<file path="src/rtl/pwm_level_decoder_if.sv">
`default_nettype none
// pwm_level_decoder_if: PWM sample input plus the measured duty/level result bus.
interface pwm_level_decoder_if #(
  parameter int DW = 11
);
  logic          i_pwm;
  logic [DW-1:0] o_duty;
  logic          o_valid;
  logic [2:0]    o_level;
  logic          o_change;

  modport master (
    output i_pwm,
    input  o_duty,
    input  o_valid,
    input  o_level,
    input  o_change
  );

  modport slave (
    input  i_pwm,
    output o_duty,
    output o_valid,
    output o_level,
    output o_change
  );
endinterface
`default_nettype wire

</file>
<file path="src/rtl/pwm_level_decoder.sv">
`default_nettype none
// pwm_level_decoder: counts PWM high samples per window, reports duty and level 0..4.
// Define PWM_DEC_FILTER_EN to require two agreeing windows before o_level moves.
module pwm_level_decoder #(
  parameter int CLK_DIV = 100,
  parameter int PERIOD  = 1024,
  parameter int DW      = 11
) (
  input  logic               i_clk,
  input  logic               i_reset,
  pwm_level_decoder_if.slave bus
);

  localparam int c_tw = $clog2(CLK_DIV);
  localparam int c_ww = $clog2(PERIOD);
  localparam logic [c_tw-1:0] c_tick_last = c_tw'(CLK_DIV - 1);
  localparam logic [c_ww-1:0] c_win_last  = c_ww'(PERIOD - 1);
  localparam logic [DW-1:0]   c_q1        = DW'(PERIOD / 4);
  localparam logic [DW-1:0]   c_q2        = DW'(PERIOD / 2);
  localparam logic [DW-1:0]   c_q3        = DW'((3 * PERIOD) / 4);

  logic [1:0]      sync_q;
  logic [c_tw-1:0] tick_cnt_q, tick_cnt_d;
  logic [c_ww-1:0] win_cnt_q, win_cnt_d;
  logic [DW-1:0]   acc_q, acc_d;
  logic [DW-1:0]   duty_q, duty_d;
  logic            valid_q, valid_d;
  logic [2:0]      level_q, level_d;
  logic            change_q, change_d;

  logic            w_tick;
  logic            w_win_end;
  logic [DW-1:0]   w_duty;
  logic [2:0]      w_lvl;

  assign w_tick    = (tick_cnt_q == c_tick_last);
  assign w_win_end = w_tick && (win_cnt_q == c_win_last);
  // Running count including the sample taken this tick; at window end this is the duty.
  assign w_duty    = acc_q + {{(DW-1){1'b0}}, sync_q[1]};

  always_comb begin
    tick_cnt_d = w_tick ? '0 : tick_cnt_q + 1'b1;
    win_cnt_d  = win_cnt_q;
    acc_d      = acc_q;
    duty_d     = duty_q;
    valid_d    = 1'b0;
    if (w_tick) begin
      if (w_win_end) begin
        win_cnt_d = '0;
        acc_d     = '0;
        duty_d    = w_duty;
        valid_d   = 1'b1;
      end else begin
        win_cnt_d = win_cnt_q + 1'b1;
        acc_d     = w_duty;
      end
    end
  end

  always_comb begin
    w_lvl = 3'd4;
    if (w_duty == '0) begin
      w_lvl = 3'd0;
    end else if (w_duty < c_q1) begin
      w_lvl = 3'd1;
    end else if (w_duty < c_q2) begin
      w_lvl = 3'd2;
    end else if (w_duty < c_q3) begin
      w_lvl = 3'd3;
    end
  end

`ifdef PWM_DEC_FILTER_EN
  typedef enum logic [0:0] {
    S_IDLE      = 1'b0,
    S_CANDIDATE = 1'b1
  } state_t;

  state_t     state_q, state_d;
  logic [2:0] cand_q, cand_d;

  always_comb begin
    state_d  = state_q;
    cand_d   = cand_q;
    level_d  = level_q;
    change_d = 1'b0;
    if (w_win_end) begin
      case (state_q)
        S_IDLE: begin
          if (w_lvl != level_q) begin
            cand_d  = w_lvl;
            state_d = S_CANDIDATE;
          end
        end
        S_CANDIDATE: begin
          if (w_lvl == cand_q) begin
            level_d  = cand_q;
            change_d = 1'b1;
            state_d  = S_IDLE;
          end else if (w_lvl == level_q) begin
            state_d = S_IDLE;
          end else begin
            cand_d = w_lvl;
          end
        end
        default: state_d = S_IDLE;
      endcase
    end
  end

  always_ff @(posedge i_clk) begin
    if (i_reset) begin
      state_q <= S_IDLE;
      cand_q  <= 3'd0;
    end else begin
      state_q <= state_d;
      cand_q  <= cand_d;
    end
  end
`else
  always_comb begin
    level_d  = level_q;
    change_d = 1'b0;
    if (w_win_end) begin
      level_d  = w_lvl;
      change_d = (w_lvl != level_q);
    end
  end
`endif

  always_ff @(posedge i_clk) begin
    if (i_reset) begin
      sync_q     <= 2'b00;
      tick_cnt_q <= '0;
      win_cnt_q  <= '0;
      acc_q      <= '0;
      duty_q     <= '0;
      valid_q    <= 1'b0;
      level_q    <= 3'd0;
      change_q   <= 1'b0;
    end else begin
      sync_q     <= {sync_q[0], bus.i_pwm};
      tick_cnt_q <= tick_cnt_d;
      win_cnt_q  <= win_cnt_d;
      acc_q      <= acc_d;
      duty_q     <= duty_d;
      valid_q    <= valid_d;
      level_q    <= level_d;
      change_q   <= change_d;
    end
  end

  assign bus.o_duty   = duty_q;
  assign bus.o_valid  = valid_q;
  assign bus.o_level  = level_q;
  assign bus.o_change = change_q;

endmodule
`default_nettype wire

</file>
<file path="src/flat_wrapper.sv">
// flat-port wrapper written by rule: the top's interface ports become plain ports
module pwm_level_decoder_flat 
#(
  parameter int CLK_DIV = 100,
  parameter int PERIOD  = 1024,
  parameter int DW      = 11
)
  (i_clk, i_reset, bus_i_pwm, bus_o_duty, bus_o_valid, bus_o_level, bus_o_change);
  pwm_level_decoder_if #(.DW(DW)) bus_i ();
  input  logic i_clk;
  input  logic i_reset;
  input wire logic [$bits(bus_i.i_pwm)-1:0] bus_i_pwm;
  output wire logic [$bits(bus_i.o_duty)-1:0] bus_o_duty;
  output wire logic [$bits(bus_i.o_valid)-1:0] bus_o_valid;
  output wire logic [$bits(bus_i.o_level)-1:0] bus_o_level;
  output wire logic [$bits(bus_i.o_change)-1:0] bus_o_change;
  assign bus_i.i_pwm = bus_i_pwm;
  assign bus_o_duty = bus_i.o_duty;
  assign bus_o_valid = bus_i.o_valid;
  assign bus_o_level = bus_i.o_level;
  assign bus_o_change = bus_i.o_change;
  pwm_level_decoder #(.CLK_DIV(CLK_DIV), .PERIOD(PERIOD), .DW(DW)) u_core (.i_clk(i_clk), .i_reset(i_reset), .bus(bus_i));
endmodule
</file>
<file path="config.mk">
export PLATFORM = sky130hd
export DESIGN_NAME = pwm_level_decoder_flat
export DESIGN_NICKNAME = d
export VERILOG_FILES = /design/src/rtl/pwm_level_decoder_if.sv /design/src/rtl/pwm_level_decoder.sv /design/src/flat_wrapper.sv
export SDC_FILE = /design/constraint.sdc
export NUM_CORES = 1
export LEC_CHECK = 0
export CORE_MARGIN = 2
export CORE_UTILIZATION = 39
export CTS_CLUSTER_DIAMETER = 80
export DETAILED_ROUTE_END_ITERATION = 12
export PLACE_DENSITY = 0.64
export SLEW_MARGIN = 40
export SYNTH_ARGS = -nofsm -noshare
export SYNTH_HDL_FRONTEND = slang
export SYNTH_SLANG_ARGS = --single-unit
export TNS_END_PERCENT = 1
</file>
<file path="constraint.sdc">
create_clock -name i_clk -period 2.8 [get_ports i_clk]
set_input_delay 0.28 -clock i_clk [delete_from_list [all_inputs] [get_ports i_clk]]
set_output_delay 0.28 -clock i_clk [all_outputs]
set_load 0.1 [all_outputs]
</file>
# Word-level counts from Yosys, hierarchy flattened
# Index checks and enable logic that the tools add are counted.
[totals]
reg_bits = 46
output_inout_bits = 16
inputBits = 3
elab_cells = 32
[op_classes]
bitwise = 2
n_lt_le_gt_ge = 3
n_addsub = 3
n_eq_ne = 3
n_reduce_logical = 6
n_mux = 7
[ops]
columns = ["operator", "n"]
rows = [
  ["< comparator 11 x 10 -> 1 bit (second input constant)", 2],
  ["two-way mux 3 bit", 4],
  ["adder 11 x 1 -> 11 bit", 1],
  ["logical NOT 11 bit", 1],
  ["< comparator 11 x 9 -> 1 bit (second input constant)", 1],
  ["two-way mux 11 bit", 1],
  ["adder 10 x 1 -> 10 bit (second input constant)", 1],
  ["== test 10 bit (second input constant)", 1],
  ["two-way mux 10 bit", 1],
  ["adder 7 x 1 -> 7 bit (second input constant)", 1],
  ["== test 7 bit (second input constant)", 1],
  ["OR reduction 2 bit", 3],
  ["inequality test 3 bit", 1],
  ["NOT 1 bit", 2],
  ["AND reduction 2 bit", 1],
  ["logical AND 1 bit", 1],
  ["two-way mux 1 bit", 1],
]

# Longest topological paths before layout
# Gate-level depths: netlist of run 1.
[depth]
ltp_word = 7
mapped_depth = 9
ltp_nobuf = 8

# Worst setup path before layout of run 1
# No wires, ideal clock.
[synth_path]
path_type = "register to register"
startpoint = "register u_core.acc_q[0]"
endpoint = "register u_core.change_q (netlist: u_core.bus.o_change)"
setup_time_ns = 0.118
n_path_buf = 1
required_time_ns = 2.682
arrival_time_ns = 2.054
stages_incl_launch_ff = 10
synth_period_minus_slack_ns = 2.173
slack_ns = 0.627
cell_sequence = "dfxtp_1 > ha_1 > ha_1 > buf_2 > nand2_1 > nor4_4 > xor2_2 > or4_1 > a31oi_1 > o2bb2ai_1"
[synth_between]
elab_chain_len = 7
[synth_rtl]
columns = ["element", "line", "source"]
rows = [
  ["start: declaration", "pwm_level_decoder.sv:25", "logic [DW-1:0] acc_q, acc_d;"],
  ["start signal: assignment", "pwm_level_decoder.sv:136", "acc_q <= '0;"],
  ["start signal: assignment", "pwm_level_decoder.sv:145", "acc_q <= acc_d;"],
  ["adder 11 x 1 -> 11 bit *", "pwm_level_decoder.sv:39", "assign w_duty = acc_q + {{(DW-1){1'b0}}, sync_q[1]};"],
  ["< comparator 11 x 10 -> 1 bit", "pwm_level_decoder.sv:68", "end else if (w_duty < c_q3) begin"],
  ["two-way mux 3 bit", "pwm_level_decoder.sv:68", ""],
  ["two-way mux 3 bit", "pwm_level_decoder.sv:66", "end else if (w_duty < c_q2) begin"],
  ["two-way mux 3 bit", "pwm_level_decoder.sv:64", "end else if (w_duty < c_q1) begin"],
  ["two-way mux 3 bit *", "pwm_level_decoder.sv:62", "if (w_duty == '0) begin"],
  ["inequality test 3 bit *", "pwm_level_decoder.sv:126", "change_d = (w_lvl != level_q);"],
  ["end signal: assignment", "pwm_level_decoder.sv:149", "change_q <= change_d;"],
  ["end: declaration", "pwm_level_decoder.sv:29", "logic change_q, change_d;"],
]
# Mark *: on every way between the ends. The rest lies on a longest branch, timed or not.
# A chain may end at the register's enable or synchronous reset.

# Final worst setup path of run 1
# Same ends and word-level chain as after synthesis.

==> results of run 1 <==
-- critical path, cell delays in order, from the launching register on --
cell and delay [ns]:
dfxtp_1 0.35, ha_1 0.22, ha_1 0.33, nand2_1 0.18, nor4_4 0.29, xor2_2 0.17, or4_1 0.53, a31oi_1 0.18
o2bb2ai_1 0.07
-- power by group --
part	leakage, nW	switching [mW]	total [mW]	internal [mW]
sequential	0.371	0.00350	0.662	0.659
clock	0.0573	0.224	0.510	0.286
combinational	0.467	0.0162	0.0265	0.0103
total	0.896	0.244	1.20	0.955
-- sequential cells by signal, summed over array words and instances (netlist names) --
name and count:
u_core.acc_q 11, u_core.tick_cnt_q 7, u_core.bus.o_change 1, u_core.bus.o_valid 1, u_core.sync_q 2, u_core.bus.o_duty 11, u_core.win_cnt_q 10, u_core.bus.o_level 3
-- metrics by stage --
stage               hold slack, ns  total power, mW  setup WS, ns
floorplan                   0.4082           0.6954        0.6270
global placement            0.4216           0.7038        0.4981
detailed placement          0.4204           0.7041        0.3997
CTS                         0.4407            1.210        0.3668
global route                0.4715            1.245        0.1617
finish                      0.4419            1.199        0.3781
-- routing by layer --
layer  up-vias  track usage [%]
met2        23            24.14
met3         5            3.837
met4         0            5.357
met1       819            20.87
met5         -                0
li1        882                -
-- cells in the final DEF, fill, tap and decap left out, types with 4 or more instances in the layout --
| cell type | count |
|---|---|
| xor2_1 | 13 |
| a22o_1 | 6 |
| and3_1 | 5 |
| a21oi_1 | 18 |
| nand2_1 | 39 |
| buf_4 | 19 |
| xnor2_1 | 9 |
| nand4_1 | 4 |
| dfxtp_1 | 46 |
| o21ai_0 | 9 |
| clkbuf_8 | 6 |
| nor2_1 | 27 |
| nor3_1 | 4 |
| nand3_1 | 10 |
| ha_1 | 4 |
-- how the worst min path moves through the flow --
stage	slack [ns]	from	end	depth (start not counted)
final	0.44	u_core.sync_q[0]	u_core.sync_q[1]	1
after global routing	0.47	u_core.sync_q[0]	u_core.sync_q[1]	1
after CTS	0.44	u_core.sync_q[0]	u_core.sync_q[1]	1
after detailed placement	0.42	u_core.sync_q[0]	u_core.sync_q[1]	1
after global placement	0.42	u_core.sync_q[0]	u_core.sync_q[1]	1
after floorplan	0.41	bus_i_pwm	u_core.sync_q[0]	1
-- cell type report --
type | instances | share of cell area [%]
Multi-Input combinational cell | 187 | 46.68
Sequential cell | 46 | 38.13
Timing Repair Buffer | 21 | 6.736
Tap cell | 70 | 3.627
Clock buffer | 6 | 3.420
Clock inverter | 1 | 1.244
Inverter | 1 | 0.1554
-- cell families after synthesis --
| kind of cell | after synthesis | share of synthesized area (%) |
|---|---|---|
| compound gates | 47 | 13.74 |
| flops | 46 | 43.40 |
| xor+xnor | 23 | 9.847 |
| buf+inv | 15 | 3.478 |
| mux | 1 | 0.4717 |
| fa+ha+maj | 4 | 2.359 |
| simple gates | 112 | 26.71 |
==> out/summary.txt, run 1 <==
Post-layout net count -> 269
Post-Syn Instances -> 248
Flops & latches, synth -> 46
Synth warn -> 0
Vias -> 1729
DR WL/cell -> 12.85 µm
Detailed Routing Iterations Pass 1 -> 4
Max VDD drop -> 238.9 µV
# rows -> 26
Dominant cell type by area after synthesis -> dfxtp_1
Synth cell count leaders -> 46 x dfxtp_1, 39 x nand2_1, 27 x nor2_1
LEAKAGE -> 0.8961 nW
Post-synthesis cell type count -> 44
Dpl cell area -> 2302 µm²
Postcts setup bufs -> 0
Fin Clk Skew -> 0.01244 ns
I/O pins -> 19
Core area -> 5172 µm²
# resized after CTS -> 0
CP arrival -> 2.62 ns
Slew margin rel. -> 56.62%
Crit path launch type -> flip-flop
IO buf count -> 18
FF+latch area -> 920.9 µm²
Die H -> 77.77 µm
TritonCTS clock tree -> done
CP endpoint kind -> flip-flop
Share of cells above drive strength 1 -> 13.36%
Clock Tree Buf Depth -> 2
Setup violators final -> 0
Vias in the first global route -> 1607
Reg clk slew, reported paths -> 0.08 ns
Critical path origin -> u_core.acc_q[0]
Post-DRT Antenna Nets -> 0
Largest net degree at the start of global routing -> 23
Slew Limit Fails -> 0
Reg2reg end -> u_core.bus.o_change
Layout fillers -> 505
Setup TNS -> 0 ns
R2R Setup Slk -> 0.38 ns
Main synth FF type -> dfxtp_1
Fin util -> 46.69%
First-pass GRT wire length -> 7576 µm
Initial DRC Count -> 100
Initial antenna violation count -> 0
Area of the multi-input gates -> 1127 µm²
Hold violation total from the final report -> 0
M1 wire length -> 2135 µm
Depth of the most critical reg-to-reg path -> 8
Asr flop ratio synth -> 0%
Clock Latency Late Sink -> 0.30 ns
Ant. Diodes -> 0
Worst Hold Class -> reg2reg
Max Clk Rate -> 412.9 MHz
Post-Syn Area -> 2122 µm²
Area share of the largest cell type after synthesis -> 43.40%
Mean Syn Cell Area -> 8.557 µm²
Grt ovf -> 0
WL final -> 4266 µm
Starting density of the core -> 41.03%
Critical path class -> reg2reg
Worst EP required -> 3.00 ns
Non-filler cells, final -> 332
Die area -> 6047 µm²
End of the critical path -> u_core.bus.o_change
GPL Wtd Cong -> 0.8704
RSZ-0062 raised after global routing -> no
CTS buffer count -> 5
Seq/Total Area, Yosys -> 43.40%
Post-synth EDFFs -> 0
Top cells by area, synth -> dfxtp_1 43%, nand2_1 6.9%, xor2_1 5.4%, nor2_1 4.8%, a21oi_1 4.2%
DR top layer -> met4
Total clock sinks -> 46
Worst-margin pin slew -> 0.6472 ns
Drt drc -> 0
Hold-fix buffer count after cts -> 0
Max_cap viols -> 0
Most frequent cell after synthesis -> dfxtp_1
Final period util -> 86.50%
CP max FO -> 8
Met2 wire len -> 1952 µm
Die Width -> 77.77 µm
Mean number of vias per cell -> 5.208
Clock root buffer -> clkbuf_8
Reg-to-reg startpoint -> u_core.acc_q[0]
Power Density -> 496.4 nW/µm²
Tmin final -> 2.422 ns
CTS H-Tree Depth -> 2
DR WL met3 -> 147 µm
Status -> completed
Design area -> 2415 µm²
HPWL after DPL -> 3009 µm
Area grow syn2layout -> 13.80%
Total global routing track utilization -> 15.50%
Post-Syn Nets -> 255
Post-placement cell count -> 325
Power figures use the tool's default switching activity.
==> run 2: changes to the inputs <==
- CAP_MARGIN: not set -> 25
- CORE_ASPECT_RATIO: not set -> 0.6
- CORE_MARGIN: 2 -> not set
==> out/summary.txt, run 2 (synthesis results as in run 1) <==
Status -> completed (unchanged)
Clock Tree Buf Depth -> 2 (unchanged)
Clock root buffer -> clkbuf_8 (unchanged)
WL final -> 4401 µm (was 4266 µm)
CP arrival -> 2.58 ns (was 2.62 ns)
Grt ovf -> 0 (unchanged)
Clock Latency Late Sink -> 0.30 ns (about the same)
Initial antenna violation count -> 0 (unchanged)
DR WL/cell -> 13.38 µm (was 12.85 µm)
Setup TNS -> 0 ns (unchanged)
Final Power -> 1.291 mW (was 1.199 mW)
Sw power -> 0.2419 mW (was 0.2441 mW)
LEAKAGE -> 0.9102 nW (was 0.8961 nW)
Area grow syn2layout -> 14.98% (was 13.80%)
Max Clk Rate -> 419.0 MHz (was 412.9 MHz)
Comb pwr share -> 2.1% (was 2.2%)
Clock power frac -> 46.7% (was 42.6%)
Worst-margin pin slew -> 0.6927 ns (was 0.6472 ns)
Sequential share of power -> 51.3% (was 55.2%)
Share of cells above drive strength 1 -> 13.69% (was 13.36%)
Detailed Routing Iterations Pass 1 -> 4 (unchanged)
Core area -> 5155 µm² (was 5172 µm²)
# rows -> 20 (was 26)
Vias -> 1688 (was 1729)
Post-layout net count -> 269 (unchanged)
HPWL after DPL -> 3193 µm (was 3009 µm)
IO buf count -> 18 (unchanged)
Die H -> 59.14 µm (was 77.77 µm)
Layout fillers -> 487 (was 505)
Final period util -> 85.25% (was 86.50%)
# resized after CTS -> 0 (unchanged)
Worst Hold Class -> reg2reg (unchanged)
Power Density -> 529.2 nW/µm² (was 496.4 nW/µm²)
Crit path launch type -> flip-flop (unchanged)
Area of the multi-input gates -> 1127 µm² (unchanged)
Hold violation total from the final report -> 0 (unchanged)
Largest net degree at the start of global routing -> 18 (was 23)
Initial DRC Count -> 128 (was 100)
FF+latch area -> 920.9 µm² (unchanged)
Ant. Diodes -> 0 (unchanged)
GPL Wtd Cong -> 0.8429 (was 0.8704)
Mean number of vias per cell -> 5.131 (was 5.208)
Slew margin rel. -> 53.65% (was 56.62%)
Total global routing track utilization -> 16.71% (was 15.50%)
Vias in the first global route -> 1508 (was 1607)
Total clock sinks -> 46 (unchanged)
Max VDD drop -> 278.6 µV (was 238.9 µV)
RSZ-0062 raised after global routing -> no (unchanged)
Most frequent cells in the layout -> 46 x dfxtp_1, 39 x nand2_1, 27 x nor2_1, 19 x buf_4, 18 x a21oi_1 (unchanged)
Post-DRT Antenna Nets -> 0 (unchanged)
Postcts setup bufs -> 0 (unchanged)
Die area -> 5750 µm² (was 6047 µm²)
Tmin final -> 2.387 ns (was 2.422 ns)
Net Sw Frac -> 18.73% (was 20.36%)
Drt drc -> 0 (unchanged)
CTS buffer count -> 5 (unchanged)
CTS H-Tree Depth -> 2 (unchanged)
Starting density of the core -> 41.17% (was 41.03%)
Slew Limit Fails -> 0 (unchanged)
Die Width -> 97.23 µm (was 77.77 µm)
Max_cap viols -> 0 (unchanged)
Int Power -> 1.049 mW (was 0.9547 mW)
CP max FO -> 8 (unchanged)
TritonCTS clock tree -> done (unchanged)
First-pass GRT wire length -> 7458 µm (was 7576 µm)
Setup violators final -> 0 (unchanged)
Fin Clk Skew -> 0.01159 ns (was 0.01244 ns)
Worst EP required -> 3.00 ns (about the same)
Commonest non-fill, non-tap cell in the layout -> dfxtp_1 (unchanged)
CP endpoint kind -> flip-flop (unchanged)
Hold-fix buffer count after cts -> 0 (unchanged)
I/O pins -> 19 (unchanged)
Critical path class -> reg2reg (unchanged)
Reg clk slew, reported paths -> 0.08 ns (about the same)
-- run 2: final timing paths --
path / from / end / slack, ns / cells past startpoint
max reg2reg: u_core.acc_q[0] / u_core.bus.o_change / 0.41 / 8
min reg2reg: u_core.sync_q[0] / u_core.sync_q[1] / 0.44 / 1
min: u_core.sync_q[0] / u_core.sync_q[1] / 0.44 / 1
max: u_core.acc_q[0] / u_core.bus.o_change / 0.41 / 8
-- run 2: layout make-up --
cell class / count / area share (%)
clock inverter: 2 / 2.462
tap: 66 / 3.385
clock buffer: 6 / 3.385
timing repair buffer: 21 / 6.667
sequential: 46 / 37.74
multi-input combinational: 187 / 46.21
inverter: 1 / 0.1538
-- run 2: routing by layer --
layer,GRT usage [%],wire (µm),vias to the layer above
li1,-,-,884
met1,25.80,2410,758
met2,22.64,1631,41
met3,4.245,322,5
met4,4.412,36,0
met5,0,0,-
-- run 2: critical path, stage by stage, from the launching register on --
cell and delay [ns]:
dfxtp_1 0.34, ha_1 0.20, ha_1 0.31, nand2_1 0.20
nor4_4 0.30, xor2_2 0.18, or4_1 0.52, a31oi_1 0.18
o2bb2ai_1 0.07
-- run 2: power groups by stage --
| stage | clock network [mW] | logic (mW) | registers [mW] |
|---|---|---|---|
| finish | 0.602 | 0.0269 | 0.662 |
| global route | 0.647 | 0.0311 | 0.663 |
| CTS | 0.618 | 0.0271 | 0.662 |
| detailed placement | 0 | 0.0270 | 0.677 |
| global placement | 0 | 0.0269 | 0.677 |
| floorplan | 0 | 0.0187 | 0.677 |
-- run 2: metrics by stage --
stage / util (%) / setup slack (ns) / instances / cell area [µm²] / hold slack (ns)
final: 47.33 / 0.4131 / 329 / 2440 / 0.4411
after global routing: 47.33 / 0.1992 / 329 / 2440 / 0.4606
after CTS: 47.33 / 0.4217 / 329 / 2440 / 0.4431
after detailed placement: 44.56 / 0.4266 / 321 / 2297 / 0.4231
after global placement: 44.56 / 0.5000 / 321 / 2297 / 0.4223
after floorplan: - / 0.6270 / 248 / 2122 / 0.4082
